<file path="src/rtl/pixel_frame_capture_if.sv">
// Pixel-stream and readout handshake bundle for pixel_frame_capture.
// The master side feeds strobed pixels and accepts buffered readout; the slave is the capture block.
interface pixel_frame_capture_if #(
  parameter int counter_width = 8
);
  logic                     read;
  logic [counter_width-1:0] pixel_in;
  logic                     frame_start;
  logic [counter_width-1:0] out_data;
  logic                     out_valid;
  logic                     out_ready;
  logic                     out_last;
  logic                     frame_done;
  logic                     overflow;

  modport master (
    output read, pixel_in, frame_start, out_ready,
    input  out_data, out_valid, out_last, frame_done, overflow
  );

  modport slave (
    input  read, pixel_in, frame_start, out_ready,
    output out_data, out_valid, out_last, frame_done, overflow
  );
endinterface

</file>
<file path="src/rtl/pixel_frame_capture.sv">
// Captures one raster-ordered frame of strobed pixels, then streams it out with a
// valid/ready handshake; strobes arriving while the frame is being read out are dropped.
module pixel_frame_capture #(
  parameter int array_width   = 10,
  parameter int array_height  = 10,
  parameter int counter_width = 8
) (
  input  logic                 system_clk,
  input  logic                 reset,
  pixel_frame_capture_if.slave bus
);

  localparam int pixel_count = array_width * array_height;
  localparam int idx_width   = $clog2(pixel_count);
  localparam logic [idx_width-1:0] last_idx = idx_width'(pixel_count - 1);

  typedef enum logic {
    CAPTURE = 1'b0,
    READOUT = 1'b1
  } state_e;

  state_e                   state_q, state_d;
  logic [idx_width-1:0]     wr_idx_q, wr_idx_d;
  logic [idx_width-1:0]     rd_idx_q, rd_idx_d;
  logic                     frame_done_q, frame_done_d;
  logic                     overflow_q, overflow_d;
  logic                     wr_en;
  logic [idx_width-1:0]     wr_addr;
  logic [counter_width-1:0] buffer_q [pixel_count];

  always_ff @(posedge system_clk) begin
    if (reset) begin
      state_q      <= CAPTURE;
      wr_idx_q     <= '0;
      rd_idx_q     <= '0;
      frame_done_q <= 1'b0;
      overflow_q   <= 1'b0;
    end else begin
      state_q      <= state_d;
      wr_idx_q     <= wr_idx_d;
      rd_idx_q     <= rd_idx_d;
      frame_done_q <= frame_done_d;
      overflow_q   <= overflow_d;
    end
  end

  // Frame storage keeps its contents across reset; only a strobe outside reset writes it.
  always_ff @(posedge system_clk) begin
    if (wr_en && !reset) begin
      buffer_q[wr_addr] <= bus.pixel_in;
    end
  end

  always_comb begin
    state_d      = state_q;
    wr_idx_d     = wr_idx_q;
    rd_idx_d     = rd_idx_q;
    frame_done_d = 1'b0;
    overflow_d   = overflow_q;
    wr_en        = 1'b0;
    // A resync strobe lands at index 0 in the same cycle it is requested.
    wr_addr      = bus.frame_start ? '0 : wr_idx_q;

    case (state_q)
      CAPTURE: begin
        if (bus.read) begin
          wr_en = 1'b1;
          if (wr_addr == last_idx) begin
            state_d      = READOUT;
            wr_idx_d     = '0;
            rd_idx_d     = '0;
            frame_done_d = 1'b1;
          end else begin
            wr_idx_d = wr_addr + 1'b1;
          end
        end else if (bus.frame_start) begin
          wr_idx_d = '0;
        end
      end

      READOUT: begin
        if (bus.read) begin
          overflow_d = 1'b1;
        end
        if (bus.out_ready) begin
          if (rd_idx_q == last_idx) begin
            state_d  = CAPTURE;
            rd_idx_d = '0;
          end else begin
            rd_idx_d = rd_idx_q + 1'b1;
          end
        end
      end

      default: state_d = CAPTURE;
    endcase
  end

  assign bus.out_valid  = (state_q == READOUT);
  assign bus.out_data   = buffer_q[rd_idx_q];
  assign bus.out_last   = (state_q == READOUT) && (rd_idx_q == last_idx);
  assign bus.frame_done = frame_done_q;
  assign bus.overflow   = overflow_q;

endmodule

</file>
<file path="src/flat_wrapper.sv">
// flat-port wrapper written by rule: the top's interface ports become plain ports
module pixel_frame_capture_flat 
#(
  parameter int array_width   = 10,
  parameter int array_height  = 10,
  parameter int counter_width = 8
)
  (system_clk, reset, bus_read, bus_pixel_in, bus_frame_start, bus_out_ready, bus_out_data, bus_out_valid, bus_out_last, bus_frame_done, bus_overflow);
  pixel_frame_capture_if #(.counter_width(counter_width)) bus_i ();
  input  logic system_clk;
  input  logic reset;
  input wire logic [$bits(bus_i.read)-1:0] bus_read;
  input wire logic [$bits(bus_i.pixel_in)-1:0] bus_pixel_in;
  input wire logic [$bits(bus_i.frame_start)-1:0] bus_frame_start;
  input wire logic [$bits(bus_i.out_ready)-1:0] bus_out_ready;
  output wire logic [$bits(bus_i.out_data)-1:0] bus_out_data;
  output wire logic [$bits(bus_i.out_valid)-1:0] bus_out_valid;
  output wire logic [$bits(bus_i.out_last)-1:0] bus_out_last;
  output wire logic [$bits(bus_i.frame_done)-1:0] bus_frame_done;
  output wire logic [$bits(bus_i.overflow)-1:0] bus_overflow;
  assign bus_i.read = bus_read;
  assign bus_i.pixel_in = bus_pixel_in;
  assign bus_i.frame_start = bus_frame_start;
  assign bus_i.out_ready = bus_out_ready;
  assign bus_out_data = bus_i.out_data;
  assign bus_out_valid = bus_i.out_valid;
  assign bus_out_last = bus_i.out_last;
  assign bus_frame_done = bus_i.frame_done;
  assign bus_overflow = bus_i.overflow;
  pixel_frame_capture #(.array_width(array_width), .array_height(array_height), .counter_width(counter_width)) u_core (.system_clk(system_clk), .reset(reset), .bus(bus_i));
endmodule
</file>
<file path="config.mk">
export PLATFORM = sky130hd
export DESIGN_NAME = pixel_frame_capture_flat
export DESIGN_NICKNAME = d
export VERILOG_FILES = /design/src/rtl/pixel_frame_capture_if.sv /design/src/rtl/pixel_frame_capture.sv /design/src/flat_wrapper.sv
export SDC_FILE = /design/constraint.sdc
export NUM_CORES = 1
export LEC_CHECK = 0
export BUFFER_PORTS_ARGS = -buffer_cell sky130_fd_sc_hd__buf_2
export CAP_MARGIN = 0
export CORE_UTILIZATION = 35
export CTS_BUF_LIST = sky130_fd_sc_hd__clkbuf_8
export CTS_CLUSTER_SIZE = 30
export DETAILED_ROUTE_END_ITERATION = 16
export GPL_ROUTABILITY_DRIVEN = 0
export SLEW_MARGIN = 25
export SYNTH_ARGS = -nofsm -noshare
export SYNTH_HDL_FRONTEND = slang
export SYNTH_SLANG_ARGS = --single-unit
</file>
<file path="constraint.sdc">
create_clock -name system_clk -period 5.9 [get_ports system_clk]
set_input_delay 0 -clock system_clk [delete_from_list [all_inputs] [get_ports system_clk]]
set_output_delay 0 -clock system_clk [all_outputs]
set_load 0.1 [all_outputs]
</file>
==> impl_results.md <==
* Post-Synth XOR/XNOR Area at 0.1089%
* First-pass GRT wire length at 109.9 mm
* Post-synthesis simple-gate area fraction at 3.752%
* Library cells used by synthesis at 50
* Clk root buf: clkbuf_8
* Inserted Clock Buffers at 138
* Comb pwr share at 1.4%
* Most common cell after layout, fill and taps aside: edfxtp_1
* Endpoints failing setup at 0
* Vias in the first global route at 16.39k
* Final net count at 1686
* Pre-antenna DRT Iters at 6
* Critical path class: reg2out
* Initial DRC count at 1684
* Starting density of the core at 35.53%
* Grt total ovfl at 0
* CTS H-tree depth at 4
* Placed cell count at 2692
* Row cnt at 110
* Cell area after synthesis at 32180 um2
* Slew Viols, Final at 0
* Fraction of layout cells with a size suffix above 1 at 23.98%
* Worst setup margin at 1.426 ns
* Part of the power in the clock network at 41.9%
* CP Launch Type: flip-flop
* Clock transition at path regs at 0.05 ns
* Proportion of synthesized chip area in sequential cells at 76.15%
* Setup_tns at 0 ns
* Area growth from synthesis to layout at 12.46%
* Die width at 305.2 um
* Die area at 93160 um2
* Worst-Skew Late Latency at 0.78 ns
* Die H at 305.2 um
* Post-route insts no fill at 2950
* Worst Skew at 0.03170 ns
* Largest family of logic cells by synthesized area: multiplexers
* Post-CTS sizing at 0
* Mux share of post-synthesis cell area at 15.61%
* Multi-input gate area at 7129 um2
* Sw Share at 21.45%
* Hold Vio Cnt, Final at 0
* Worst slew margin at 23.46%
* Unrepaired setup endpoints after global routing: false
* Compound-Gate Fraction of Synth Area at 2.597%
* CP Capture Type: output port
* CORE AREA at 90560 um2
* Post-synthesis adder-cell area fraction at 0.07777%
* Async S/R FF share, synth at 0%
* Post-route ant nets at 0
* Crit path max fanout at 31
* #FFs+latches synth at 824
* Leak Pwr at 10.86 nW
* Most frequent cells in the layout: edfxtp_1 (800), mux4_2 (193), clkbuf_8 (141), nor2_1 (140), mux2i_1 (50)
* Measured slew at the worst slew-check pin at 1.145 ns
* Routed vias at 15.74k
* Synth Warn # at 0
* Power Internal at 8.900 mW
* Number of flops mapped to enable cells by yosys at 800
* Fin util at 39.96%
* Tot GR Track Use at 16.22%
* Maximum vdd ir drop at 0.1343 mV
* Post-route cell area at 36190 um2
* WL final at 74.51 mm
* Initial antenna violation count at 6
* Worst Path Arrival at 4.47 ns
* FF+latch area at 24520 um2
* CTS tree: done
* Synthesized net count at 1571
* Sequential Power Share at 56.7%
* FMAX at 0.2235 GHz
* Max_cap viols at 0
* Fin crit period at 4.474 ns
* Fill count at 7991
* Post-DR vias/cell at 5.334
* Pin count of the biggest net entering global routing at 101
* Pre-CTS WS at 2.203 ns
* Worst min path class: in2reg
* Post-placement cell area at 33440 um2
* Ports at 25
* Required @ worst endpoint at 5.90 ns
* Final worst-path cycle share at 75.84%
* Largest buffer count on any clock path at 3
* Synth Flop Type: edfxtp_1
* Mean Syn Cell Area at 20.68 um2
* Clock sinks at 824
* Net switching power figure at 2.431 mW
* Outcome: completed
* DRC at 0
* DP HPWL at 43.47 mm
* Port bufs at 24
* Post-Syn Instances at 1556
* PwrDens at 313.1 nW/um2
* DR WL/cell at 25.26 um
## critical path: stages, from the launching register on
cell and delay (ns):
dfxtp_4 0.71, buf_4 0.64, buf_4 0.43, mux4_2 0.54, mux4_2 0.48, o21ai_0 0.40, nor3_1 0.13, buf_2 0.32
## what timing repair did
item,in CTS,in global routing
endpoints found under the hold margin,609,0
buffers inserted,0,0
hold buffers,14,0
## registers in the layout (all words and copies together) (netlist names), named ones only
signal                 cells
u_core.buffer_q          800
u_core.bus.overflow        1
u_core.bus.frame_done      1
u_core.bus.out_valid       1
u_core.wr_idx_q            7
u_core.rd_idx_q            7
## power groups by stage
stage	combinational, mW	sequential (mW)	clock [mW]
6_report	0.158	6.42	4.75
5_1_grt	0.171	6.42	5.10
4_1_cts	0.158	6.42	4.85
3_5_place_dp	0.150	6.54	0
3_3_place_gp	0.141	6.54	0
2_1_floorplan	0.0365	6.54	0
## final cells by class
type / instances / area share (%)
clock buffer: 141 / 5.363
tap: 1176 / 4.066
inverter: 5 / 0.05186
timing repair buffer: 56 / 1.369
sequential: 824 / 67.75
antenna: 2 / 0.01383
clock inverter: 100 / 1.684
multi-input combinational: 646 / 19.70
## final timing paths
path	start	endpoint	slack, ns	depth (start not counted)
worst max-delay path	flip-flop	bus_out_data[6]	1.43	7
worst min-delay path	reset	flip-flop	0.15	3
worst max register to register	u_core.bus.out_valid	u_core.buffer_q[56][1]	2.77	5
worst min register to register	u_core.bus.overflow	u_core.bus.overflow	0.48	2
## metrics by stage
step                      hold slack [ns]  power [mW]
after floorplan                   0.06907       6.581
final                              0.1489       11.33
after global placement             0.2349       6.685
after CTS                         0.08423       11.43
after global routing               0.1481       11.69
after detailed placement           0.2384       6.695
## cell usage after synthesis, types with 4 or more instances
cell type / n / area (um2)
a211oi_1: 5 / 37.54
a21oi_1: 14 / 70.07
a221oi_1: 16 / 140.1
a22o_1: 17 / 148.9
a22oi_1: 12 / 90.09
a31oi_1: 6 / 37.54
and2_1: 5 / 31.28
and3_1: 4 / 25.02
buf_2: 19 / 95.09
buf_4: 6 / 45.04
buf_6: 12 / 135.1
buf_8: 5 / 75.07
clkbuf_1: 34 / 127.6
dfxtp_1: 24 / 480.5
edfxtp_1: 800 / 24020
inv_1: 4 / 15.01
mux2_2: 4 / 45.04
mux2i_1: 50 / 500.5
mux4_1: 5 / 131.4
mux4_2: 193 / 4347
nand2_1: 36 / 135.1
nand2b_1: 8 / 50.05
nand3_1: 18 / 90.09
nand4_1: 5 / 31.28
nor2_1: 141 / 529.3
nor2b_1: 24 / 150.1
nor3_1: 13 / 65.06
o21ai_0: 19 / 95.09
o22ai_1: 21 / 131.4
## cells by family (layout without fill, tap and decap cells)
logic type | count (synthesis) | in the layout
buffers and inverters | 86 | 302
multiplexers | 252 | 252
adder cells (fa/ha/maj) | 2 | 2
other | 0 | 2
flip-flops | 824 | 824
AO/OA/AOI/OAI | 120 | 120
XOR/XNOR | 4 | 4
AND/OR/NAND/NOR | 268 | 268
## layer usage
metal / GRT usage (%) / vias up / wire [um]
met2: 25.13 / 605 / 35260
met1: 21.83 / 8265 / 31300
met4: 5.539 / 2 / 1723
met5: 0 / - / 13
li1: - / 6725 / -
met3: 4.804 / 139 / 6212
No activity file was read; power rests on OpenSTA's default activity.
